File: src/rtl/traffic_pkg.sv
// Shared lamp encodings, fault codes and small helpers for the traffic-light
// safety monitor.
package traffic_pkg;

    typedef logic [2:0] lamp_t;
    typedef logic [2:0] fault_code_t;

    localparam lamp_t RED    = 3'b100;
    localparam lamp_t YELLOW = 3'b010;
    localparam lamp_t GREEN  = 3'b001;

    localparam fault_code_t FLT_NONE         = 3'd0;
    localparam fault_code_t FLT_INVALID      = 3'd1;
    localparam fault_code_t FLT_CONFLICT     = 3'd2;
    localparam fault_code_t FLT_SKIP_YELLOW  = 3'd3;
    localparam fault_code_t FLT_BAD_ORDER    = 3'd4;
    localparam fault_code_t FLT_SHORT_YELLOW = 3'd5;
    localparam fault_code_t FLT_SHORT_ALLRED = 3'd6;

    // Wide enough for the 0..15 range of both minimum-time parameters.
    localparam int CNT_W = 4;

    typedef struct packed {
        logic invalid;
        logic skipped_yellow;
        logic bad_order;
        logic short_yellow;
        logic enter_green;
    } road_check_t;

    function automatic logic lamp_valid(input lamp_t code);
        return (code == RED) || (code == YELLOW) || (code == GREEN);
    endfunction

    function automatic logic [CNT_W-1:0] sat_inc(input logic [CNT_W-1:0] cnt,
                                                 input logic [CNT_W-1:0] max);
        return (cnt >= max) ? max : cnt + 1'b1;
    endfunction

endpackage

File: src/rtl/traffic_conflict_monitor_if.sv
// Lamp-code observation bus plus the monitor's fault outputs toward the
// lamp drivers.
interface traffic_conflict_monitor_if;
    import traffic_pkg::*;

    lamp_t       highway;
    lamp_t       country_road;
    logic        fault;
    fault_code_t fault_code;
    logic        flash_red;

    modport master (
        output highway,
        output country_road,
        input  fault,
        input  fault_code,
        input  flash_red
    );

    modport slave (
        input  highway,
        input  country_road,
        output fault,
        output fault_code,
        output flash_red
    );

endinterface

File: src/rtl/lamp_seq_checker.sv
// Per-road sequencing checks: code validity, G->Y->R->G ordering and the
// minimum yellow time; also flags a legal R->G step for the all-red check.
module lamp_seq_checker
    import traffic_pkg::*;
#(
    parameter int MIN_YELLOW = 1
) (
    input  logic        clk,
    input  logic        clear,
    input  lamp_t       cur,
    input  lamp_t       prev,
    input  logic        prev_valid,
    output road_check_t chk
);

    localparam logic [CNT_W-1:0] YEL_MAX = CNT_W'(MIN_YELLOW);

    logic [CNT_W-1:0] yel_cnt_q;
    logic [CNT_W-1:0] yel_cnt_d;

    // A zero count means the previous sample was not yellow, so this is entry.
    always_comb begin
        yel_cnt_d = '0;
        if (cur == YELLOW) begin
            yel_cnt_d = (yel_cnt_q == '0) ? CNT_W'(1) : sat_inc(yel_cnt_q, YEL_MAX);
        end
    end

    always_ff @(posedge clk) begin
        if (clear) begin
            yel_cnt_q <= '0;
        end else begin
            yel_cnt_q <= yel_cnt_d;
        end
    end

    always_comb begin
        chk         = '0;
        chk.invalid = !lamp_valid(cur);
        if (prev_valid) begin
            chk.skipped_yellow = (prev == GREEN) && (cur == RED);
            chk.bad_order      = ((prev == RED) && (cur == YELLOW)) ||
                                 ((prev == YELLOW) && (cur == GREEN));
            chk.short_yellow   = (prev == YELLOW) && (cur == RED) && (yel_cnt_q < YEL_MAX);
            chk.enter_green    = (prev == RED) && (cur == GREEN);
        end
    end

endmodule

File: src/rtl/traffic_conflict_monitor.sv
// Passive safety monitor on the two lamp codes: latches the first violation
// and drives a flashing-red enable toward the lamp drivers.
module traffic_conflict_monitor
    import traffic_pkg::*;
#(
    parameter int MIN_YELLOW = 1,
    parameter int MIN_ALLRED = 1,
    parameter int FLASH_DIV  = 4
) (
    input  logic                        clk,
    input  logic                        clear,
    traffic_conflict_monitor_if.slave   bus
);

    localparam int                 DIV_W      = (FLASH_DIV > 1) ? $clog2(FLASH_DIV) : 1;
    localparam logic [DIV_W-1:0]   DIV_LAST   = DIV_W'(FLASH_DIV - 1);
    localparam logic [CNT_W-1:0]   ALLRED_MAX = CNT_W'(MIN_ALLRED);

    lamp_t            cur_hw_q,  cur_hw_d;
    lamp_t            cur_cr_q,  cur_cr_d;
    lamp_t            prev_hw_q, prev_hw_d;
    lamp_t            prev_cr_q, prev_cr_d;
    logic             prev_valid_q, prev_valid_d;
    logic [CNT_W-1:0] allred_cnt_q, allred_cnt_d;
    logic             fault_q, fault_d;
    fault_code_t      fault_code_q, fault_code_d;
    logic             flash_red_q, flash_red_d;
    logic [DIV_W-1:0] div_cnt_q, div_cnt_d;

    road_check_t      hw_chk;
    road_check_t      cr_chk;
    logic             both_red;
    logic             conflict;
    logic             short_allred;
    fault_code_t      violation;

    // ---- stage 1: sample both lamp codes ----
    always_comb begin
        cur_hw_d     = bus.highway;
        cur_cr_d     = bus.country_road;
        prev_hw_d    = cur_hw_q;
        prev_cr_d    = cur_cr_q;
        prev_valid_d = 1'b1;
    end

    always_ff @(posedge clk) begin
        cur_hw_q  <= cur_hw_d;
        cur_cr_q  <= cur_cr_d;
        prev_hw_q <= prev_hw_d;
        prev_cr_q <= prev_cr_d;
    end

    // ---- stage 2: combinational checks on the registered samples ----
    lamp_seq_checker #(.MIN_YELLOW(MIN_YELLOW)) u_hw_chk (
        .clk        (clk),
        .clear      (clear),
        .cur        (cur_hw_q),
        .prev       (prev_hw_q),
        .prev_valid (prev_valid_q),
        .chk        (hw_chk)
    );

    lamp_seq_checker #(.MIN_YELLOW(MIN_YELLOW)) u_cr_chk (
        .clk        (clk),
        .clear      (clear),
        .cur        (cur_cr_q),
        .prev       (prev_cr_q),
        .prev_valid (prev_valid_q),
        .chk        (cr_chk)
    );

    always_comb begin
        both_red     = (cur_hw_q == RED) && (cur_cr_q == RED);
        conflict     = (cur_hw_q != RED) && (cur_cr_q != RED);
        allred_cnt_d = both_red ? sat_inc(allred_cnt_q, ALLRED_MAX) : '0;
        short_allred = (hw_chk.enter_green || cr_chk.enter_green) &&
                       (allred_cnt_q < ALLRED_MAX);
    end

    always_comb begin
        violation = FLT_NONE;
        if (hw_chk.invalid || cr_chk.invalid) begin
            violation = FLT_INVALID;
        end else if (conflict) begin
            violation = FLT_CONFLICT;
        end else if (hw_chk.skipped_yellow || cr_chk.skipped_yellow) begin
            violation = FLT_SKIP_YELLOW;
        end else if (hw_chk.bad_order || cr_chk.bad_order) begin
            violation = FLT_BAD_ORDER;
        end else if (hw_chk.short_yellow || cr_chk.short_yellow) begin
            violation = FLT_SHORT_YELLOW;
        end else if (short_allred) begin
            violation = FLT_SHORT_ALLRED;
        end
    end

    // ---- fault latch and flash divider ----
    always_comb begin
        fault_d      = fault_q;
        fault_code_d = fault_code_q;
        if (!fault_q && (violation != FLT_NONE)) begin
            fault_d      = 1'b1;
            fault_code_d = violation;
        end
    end

    // Flash starts lit on the fault edge and toggles every FLASH_DIV edges.
    always_comb begin
        flash_red_d = flash_red_q;
        div_cnt_d   = div_cnt_q;
        if (!fault_q) begin
            flash_red_d = fault_d;
            div_cnt_d   = '0;
        end else if (div_cnt_q == DIV_LAST) begin
            flash_red_d = !flash_red_q;
            div_cnt_d   = '0;
        end else begin
            div_cnt_d   = div_cnt_q + 1'b1;
        end
    end

    always_ff @(posedge clk) begin
        if (clear) begin
            prev_valid_q <= 1'b0;
            allred_cnt_q <= ALLRED_MAX;
            fault_q      <= 1'b0;
            fault_code_q <= FLT_NONE;
            flash_red_q  <= 1'b0;
            div_cnt_q    <= '0;
        end else begin
            prev_valid_q <= prev_valid_d;
            allred_cnt_q <= allred_cnt_d;
            fault_q      <= fault_d;
            fault_code_q <= fault_code_d;
            flash_red_q  <= flash_red_d;
            div_cnt_q    <= div_cnt_d;
        end
    end

    assign bus.fault      = fault_q;
    assign bus.fault_code = fault_code_q;
    assign bus.flash_red  = flash_red_q;

endmodule

File: src/flat_wrapper.sv
// flat-port wrapper written by rule: the top's interface ports become plain ports
module traffic_conflict_monitor_flat import traffic_pkg::*;
#(
    parameter int MIN_YELLOW = 1,
    parameter int MIN_ALLRED = 1,
    parameter int FLASH_DIV  = 4
)
  (clk, clear, bus_highway, bus_country_road, bus_fault, bus_fault_code, bus_flash_red);
  traffic_conflict_monitor_if bus_i ();
  input  logic clk;
  input  logic clear;
  input wire logic [$bits(bus_i.highway)-1:0] bus_highway;
  input wire logic [$bits(bus_i.country_road)-1:0] bus_country_road;
  output wire logic [$bits(bus_i.fault)-1:0] bus_fault;
  output wire logic [$bits(bus_i.fault_code)-1:0] bus_fault_code;
  output wire logic [$bits(bus_i.flash_red)-1:0] bus_flash_red;
  assign bus_i.highway = bus_highway;
  assign bus_i.country_road = bus_country_road;
  assign bus_fault = bus_i.fault;
  assign bus_fault_code = bus_i.fault_code;
  assign bus_flash_red = bus_i.flash_red;
  traffic_conflict_monitor #(.MIN_YELLOW(MIN_YELLOW), .MIN_ALLRED(MIN_ALLRED), .FLASH_DIV(FLASH_DIV)) u_core (.clk(clk), .clear(clear), .bus(bus_i));
endmodule
File: config.mk
export PLATFORM = sky130hd
export DESIGN_NAME = traffic_conflict_monitor_flat
export DESIGN_NICKNAME = d
export VERILOG_FILES = /design/src/rtl/traffic_pkg.sv /design/src/rtl/traffic_conflict_monitor_if.sv /design/src/rtl/lamp_seq_checker.sv /design/src/rtl/traffic_conflict_monitor.sv /design/src/flat_wrapper.sv
export SDC_FILE = /design/constraint.sdc
export NUM_CORES = 1
export LEC_CHECK = 0
export BUFFER_PORTS_ARGS = -buffer_cell sky130_fd_sc_hd__buf_2
export CAP_MARGIN = 20
export CORE_MARGIN = 4
export CORE_UTILIZATION = 50
export CTS_CLUSTER_DIAMETER = 50
export DETAILED_ROUTE_END_ITERATION = 12
export PLACE_DENSITY = 0.69
export SLEW_MARGIN = 20
export SYNTH_ARGS = -nofsm -noshare
export SYNTH_HDL_FRONTEND = slang
export SYNTH_SLANG_ARGS = --single-unit
File: constraint.sdc
create_clock -name clk -period 2 [get_ports clk]
set_clock_uncertainty 0.15 [all_clocks]
set_input_delay 0.2 -clock clk [delete_from_list [all_inputs] [get_ports clk]]
set_output_delay 0.2 -clock clk [all_outputs]
set_load 0.05 [all_outputs]
# Word-level counts from Yosys, hierarchy flattened
# Index checks and enable logic that the tools add are counted.
op_classes:
  bitwise_logic: 4
  muxes: 18
  reduce_logical: 40
  addsub: 4
  n_lt_le_gt_ge: 6
  n_eq_ne: 16
ops:
  columns: ["operator", "n"]
  rows:
  - ["$mux 3", 6]
  - ["$logic_and 1x1->1", 16]
  - ["$add 4x1->4 const B", 3]
  - ["$eq 3x1->1 const B", 4]
  - ["$eq 3x2->1 const B", 4]
  - ["$eq 3x3->1 const B", 4]
  - ["$ge 4x1->1 const B", 3]
  - ["$lt 4x1->1 const B", 3]
  - ["$logic_or 1x1->1", 11]
  - ["$mux 1", 10]
  - ["$logic_not 4->1", 2]
  - ["$mux 4", 2]
  - ["$reduce_or 4->1", 2]
  - ["$ne 3x3->1 const B", 2]
  - ["$reduce_or 3->1", 2]
  - ["$logic_not 1->1", 4]
  - ["$not 1->1", 4]
  - ["$reduce_or 2->1", 2]
  - ["$reduce_bool 3->1", 1]
  - ["$add 2x1->2 const B", 1]
  - ["$eq 2x2->1 const B", 1]
  - ["$ne 2x2->1 const B", 1]
totals:
  word_cells: 103
  regBits: 32

# Logic depth before layout (Yosys ltp)
logic_depth:
  ltp_word: 16
  mapped_depth: 7
  depth_no_buf: 7

# Cells and area by module
# From an unflattened synthesis, not the netlist that was laid out.
hier_totals:
  cells_unflattened: 142
  hier_area_um2: 1415.1
by_module_without_submodules:
  columns: ["mod", "area_each_um2", "seq_area_each_um2", "instances", "cells_per_inst"]
  rows:
  - ["traffic_conflict_monitor", 787.0, 480.5, 1, 72]
  - ["lamp_seq_checker", 314.1, 80.1, 2, 35]

# Worst setup path before layout
# Ideal clock, no wire load.
synth_path:
  path_kind: "register to register"
  startpoint: "reg u_core.cur_hw_q[0]"
  endpoint: "reg u_core.flash_red_q (netlist: u_core.bus.flash_red)"
  setup_ps: 133
  t_required_ps: 1717
  n_path_buf: 0
  arrival_time_ps: 1451
  path_slack_ps: 267
  path_stages_with_launch: 7
  path_cell_list: "dfxtp_1 > and4bb_2 > o21ai_0 > nand2_1 > o31ai_2 > and3_1 > a211oi_2"
synth_via:
  elab_chain_len: 15
  word_cells_on_any_way: 32
synth_lines:
  columns: ["element", "line", "source"]
  rows:
  - ["start: declaration", "traffic_conflict_monitor.sv:19", "lamp_t cur_hw_q, cur_hw_d;"]
  - ["start signal: assignment", "traffic_conflict_monitor.sv:47", "cur_hw_q <= cur_hw_d;"]
  - ["$eq 3x1->1", "traffic_pkg.sv:32, lamp_seq_checker.sv:43, lamp_seq_checker.sv:45", null]
  - ["$logic_and 1x1->1", "lamp_seq_checker.sv:45", "chk.enter_green = (prev == RED) && (cur == GREEN);"]
  - ["$mux 4", "lamp_seq_checker.sv:40", "if (prev_valid) begin"]
  - ["$logic_or 1x1->1", "traffic_conflict_monitor.sv:76", "short_allred = (hw_chk.enter_green || cr_chk.enter_green) &&"]
  - ["$logic_and 1x1->1", "traffic_conflict_monitor.sv:76", null]
  - ["$mux 3", "traffic_conflict_monitor.sv:92", "end else if (short_allred) begin"]
  - ["$mux 3", "traffic_conflict_monitor.sv:90", "end else if (hw_chk.short_yellow || cr_chk.short_yellow) begin"]
  - ["$mux 3", "traffic_conflict_monitor.sv:88", "end else if (hw_chk.bad_order || cr_chk.bad_order) begin"]
  - ["$mux 3", "traffic_conflict_monitor.sv:86", "end else if (hw_chk.skipped_yellow || cr_chk.skipped_yellow) begin"]
  - ["$mux 3", "traffic_conflict_monitor.sv:84", "end else if (conflict) begin"]
  - ["$mux 3 (*)", "traffic_conflict_monitor.sv:82", "if (hw_chk.invalid || cr_chk.invalid) begin"]
  - ["$reduce_bool 3->1 (*)", "traffic_conflict_monitor.sv:101", "if (!fault_q && (violation != FLT_NONE)) begin"]
  - ["$logic_and 1x1->1 (*)", "traffic_conflict_monitor.sv:101", null]
  - ["$mux 1 (*)", "traffic_conflict_monitor.sv:101", null]
  - ["$mux 1 (*)", "traffic_conflict_monitor.sv:111", "if (!fault_q) begin"]
  - ["end signal: assignment", "traffic_conflict_monitor.sv:135", "flash_red_q <= flash_red_d;"]
  - ["end: declaration", "traffic_conflict_monitor.sv:27", "logic flash_red_q, flash_red_d;"]
# Mark *: on every way between the ends. The rest lies on a longest branch, timed or not.
# A chain may end at the register's enable or synchronous reset.

# Worst setup path after layout
layout_path:
  startpoint: "reg u_core.cur_hw_q[1]"
  endpoint: "reg u_core.flash_red_q (netlist: u_core.bus.flash_red)"
# The elaborated chain is that of the path after synthesis.

==> impl_metrics.ini <==
[logic_synthesis]
syn_area_um2 = 1430
ys_seq_area_frac = 0.448
synth_cell_types = 40
netlist_instances = 143
synthFlopType = dfxtp_1
ys_warn_count = 0
synthArstFlopShare = 0
yosysTopAreaCell = dfxtp_1
synth_edf_count = 0
synth_seq_cells = 32
synth_area_per_cell_um2 = 10.0
yosysTopAreaCellShare = 0.448
ys_top_cells_by_area = dfxtp_1 45%, ha_1 10%, and4bb_2 4.4%

[global_routing]
met2_usage = 0.241
grt_pass1_vias = 1001
use_met1 = 0.186
grt_overflow = 0
antenna_found_initial = 0
track_usage = 0.156
grt_first_pass_wirelength_um = 4230
grt_max_degree = 13
top_usage_layer = met2
use_met3 = 0.0629

[critical_path]
r2r-start = u_core.cur_hw_q[1]$_DFF_P_
crit_required_ns = 2.06
crit_path_end_kind = flip-flop
crit_arrival_ns = 1.92
crit_start = u_core.cur_hw_q[1]$_DFF_P_
startpoint_type = flip-flop
critPathKind = reg -> reg
cp_max_fo = 8

[cts]
cts_tree = done
clock_latency_ns = 0.33
post_cts_buffers = 0
clockBufferDepth = 2
cts_buffers = 5
root_buffer = clkbuf_4
cts_num_sinks = 32
clk_pin_slew_ns = 0.09
htree_levels = 2

[drt]
num_vias = 1054
drc = 0
drt-wirelength-per-cell_um = 11.8
antenna_left = 0
first_pass_iters = 4
routed_via_density = 5.27
routed_wl_um = 2360
drt_iter0_drc = 30

[placed_design]
dpl_cell_area_um2 = 1530
place_ws_ns = 0.0787
io_buffers = 12
hpwl_um = 1760
gp_congestion = 0.811

[timing]
hold_viol = 0
period_share = 0.929
slew_viol_final = 0
setup_ws_ns = 0.141
rsz0062_at_grt = false
min_period_ns = 1.86
fmax_ghz = 0.538
setup_tns_ns = 0
finalSetupViolCount = 0

[die]
io-pin-count = 13
die_y_um = 61.5
die_w_um = 61.5
core_area_um2 = 2730
row_count = 19
initial_core_util = 0.523
dieArea_um2 = 3780

[pwr]
p_int_w = 0.00105
vdd_drop_max_uv = 664
power_density_nw_per_um2 = 803
swShare = 0.225
switching_power_w = 0.000304
power_leakage_nw = 0.735
power.share.sequential = 0.514
p_comb_frac = 0.087
p_clk_frac = 0.398

[layout]
fin_area_um2 = 1690
diodes = 0
synthToLayoutAreaGrowth_pct = 17.9
layout-drive-gt1-share = 0.219
nets = 188

[hold_path]
hp-class = in -> reg
hold_start = clear

[status]
status = complete, no violations

[run]
maxCapViolCount = 0
-- worst paths after layout --
path              cells past startpoint  slack (ns)                                 to
hold / removal                        2        0.04        u_core.bus.fault$_SDFF_PP0_
setup / recovery                      6        0.14  u_core.bus.flash_red$_SDFFE_PP0P_
hold reg to reg                       0        0.27        u_core.prev_hw_q[0]$_DFF_P_
setup reg to reg                      6        0.14  u_core.bus.flash_red$_SDFFE_PP0P_
-- cells in the mapped netlist, drive strengths merged (2+ instances only) --
cell type  instances
nand3              4
o21ai              6
xnor2              3
nand2              8
nand2b             2
a21oi              2
inv               12
ha                12
nand4              2
nor3b              3
dfxtp             32
or4                2
nor3               5
nor2              17
and3               3
nor4bb             2
a211oi             2
nor4b              3
and4bb             5
-- power groups by stage --
stage,clock [W],sequential [W],combinational [W]
5_1_grt,0.000586,0.000703,0.000133
6_report,0.000539,0.000697,0.000118
2_1_floorplan,0,0.000723,0.0000666
3_5_place_dp,0,0.000710,0.000110
4_1_cts,0.000558,0.000696,0.000119
3_3_place_gp,0,0.000708,0.000107
-- state kept, by name, summed over array words and instances (netlist names), 2 cells and up --
signal	flops
u_core.allred_cnt_q	4
u_core.u_cr_chk.yel_cnt_q	4
u_core.u_hw_chk.yel_cnt_q	4
u_core.bus.fault_code	3
u_core.cur_cr_q	3
u_core.cur_hw_q	3
u_core.prev_cr_q	3
u_core.prev_hw_q	3
u_core.div_cnt_q	2
-- worst max-delay path: stages (launching register included) --
cell,delay [ns]
dfxtp_1,0.45
and4bb_2,0.28
a22oi_1,0.18
nor2_1,0.10
o31ai_2,0.29
and3_1,0.24
a211oi_2,0.05
-- timing repair --
| item | 4_1_cts | 5_1_grt |
|---|---|---|
| endpoints found under the setup margin | 0 | 4 |
| hold buffers | 6 | 0 |
| resized for setup | 0 | 4 |
| endpoints found under the hold margin | 6 | 0 |
-- cell type report --
| cell class | count | area [µm²] |
|---|---|---|
| clock buffer | 7 | 65.1 |
| clock inverter | 1 | 30.0 |
| fill | 238 | 1050 |
| inverter | 12 | 45.0 |
| multi-input combinational | 99 | 743 |
| sequential | 32 | 644 |
| tap | 31 | 38.8 |
| timing repair buffer | 18 | 120 |
-- routing by layer --
metal,share of wire,up-vias
met2,0.45,17
met4,0.020,0
met3,0.050,4
met5,0,-
li1,-,555
met1,0.47,478
-- kinds of logic (layout without fill, tap and decap cells) --
logic type	Yosys count	in the layout	share of synthesized area
other	1	3	0.00262
AO/OA/AOI/OAI	22	22	0.137
adder cells (fa/ha/maj)	12	12	0.105
XOR/XNOR	4	4	0.0245
AND/OR/NAND/NOR	58	58	0.245
flip-flops	32	32	0.448
buffers and inverters	14	38	0.0376
-- cells in the final DEF (no fill, tap or decap), types with 5 or more instances in the layout --
cell type / count
and4bb_2: 5
buf_2: 12
clkbuf_4: 5
dfxtp_1: 29
dlygate4sd3_1: 6
ha_1: 12
inv_1: 12
nand2_1: 8
nor2_1: 16
nor3_1: 5
o21ai_0: 5
-- stage by stage --
| stage | hold slack [ns] | instances | util | total power [W] |
|---|---|---|---|---|
| after floorplan | 0.0777 | 145 | - | 0.000789 |
| after global placement | 0.152 | 186 | 0.559 | 0.000815 |
| after detailed placement | 0.154 | 186 | 0.559 | 0.000820 |
| after CTS | 0.0218 | 200 | 0.616 | 0.00137 |
| after global routing | 0.0537 | 200 | 0.617 | 0.00142 |
| final | 0.0379 | 200 | 0.617 | 0.00135 |
Note: power is estimated with default switching activity, not from simulation.
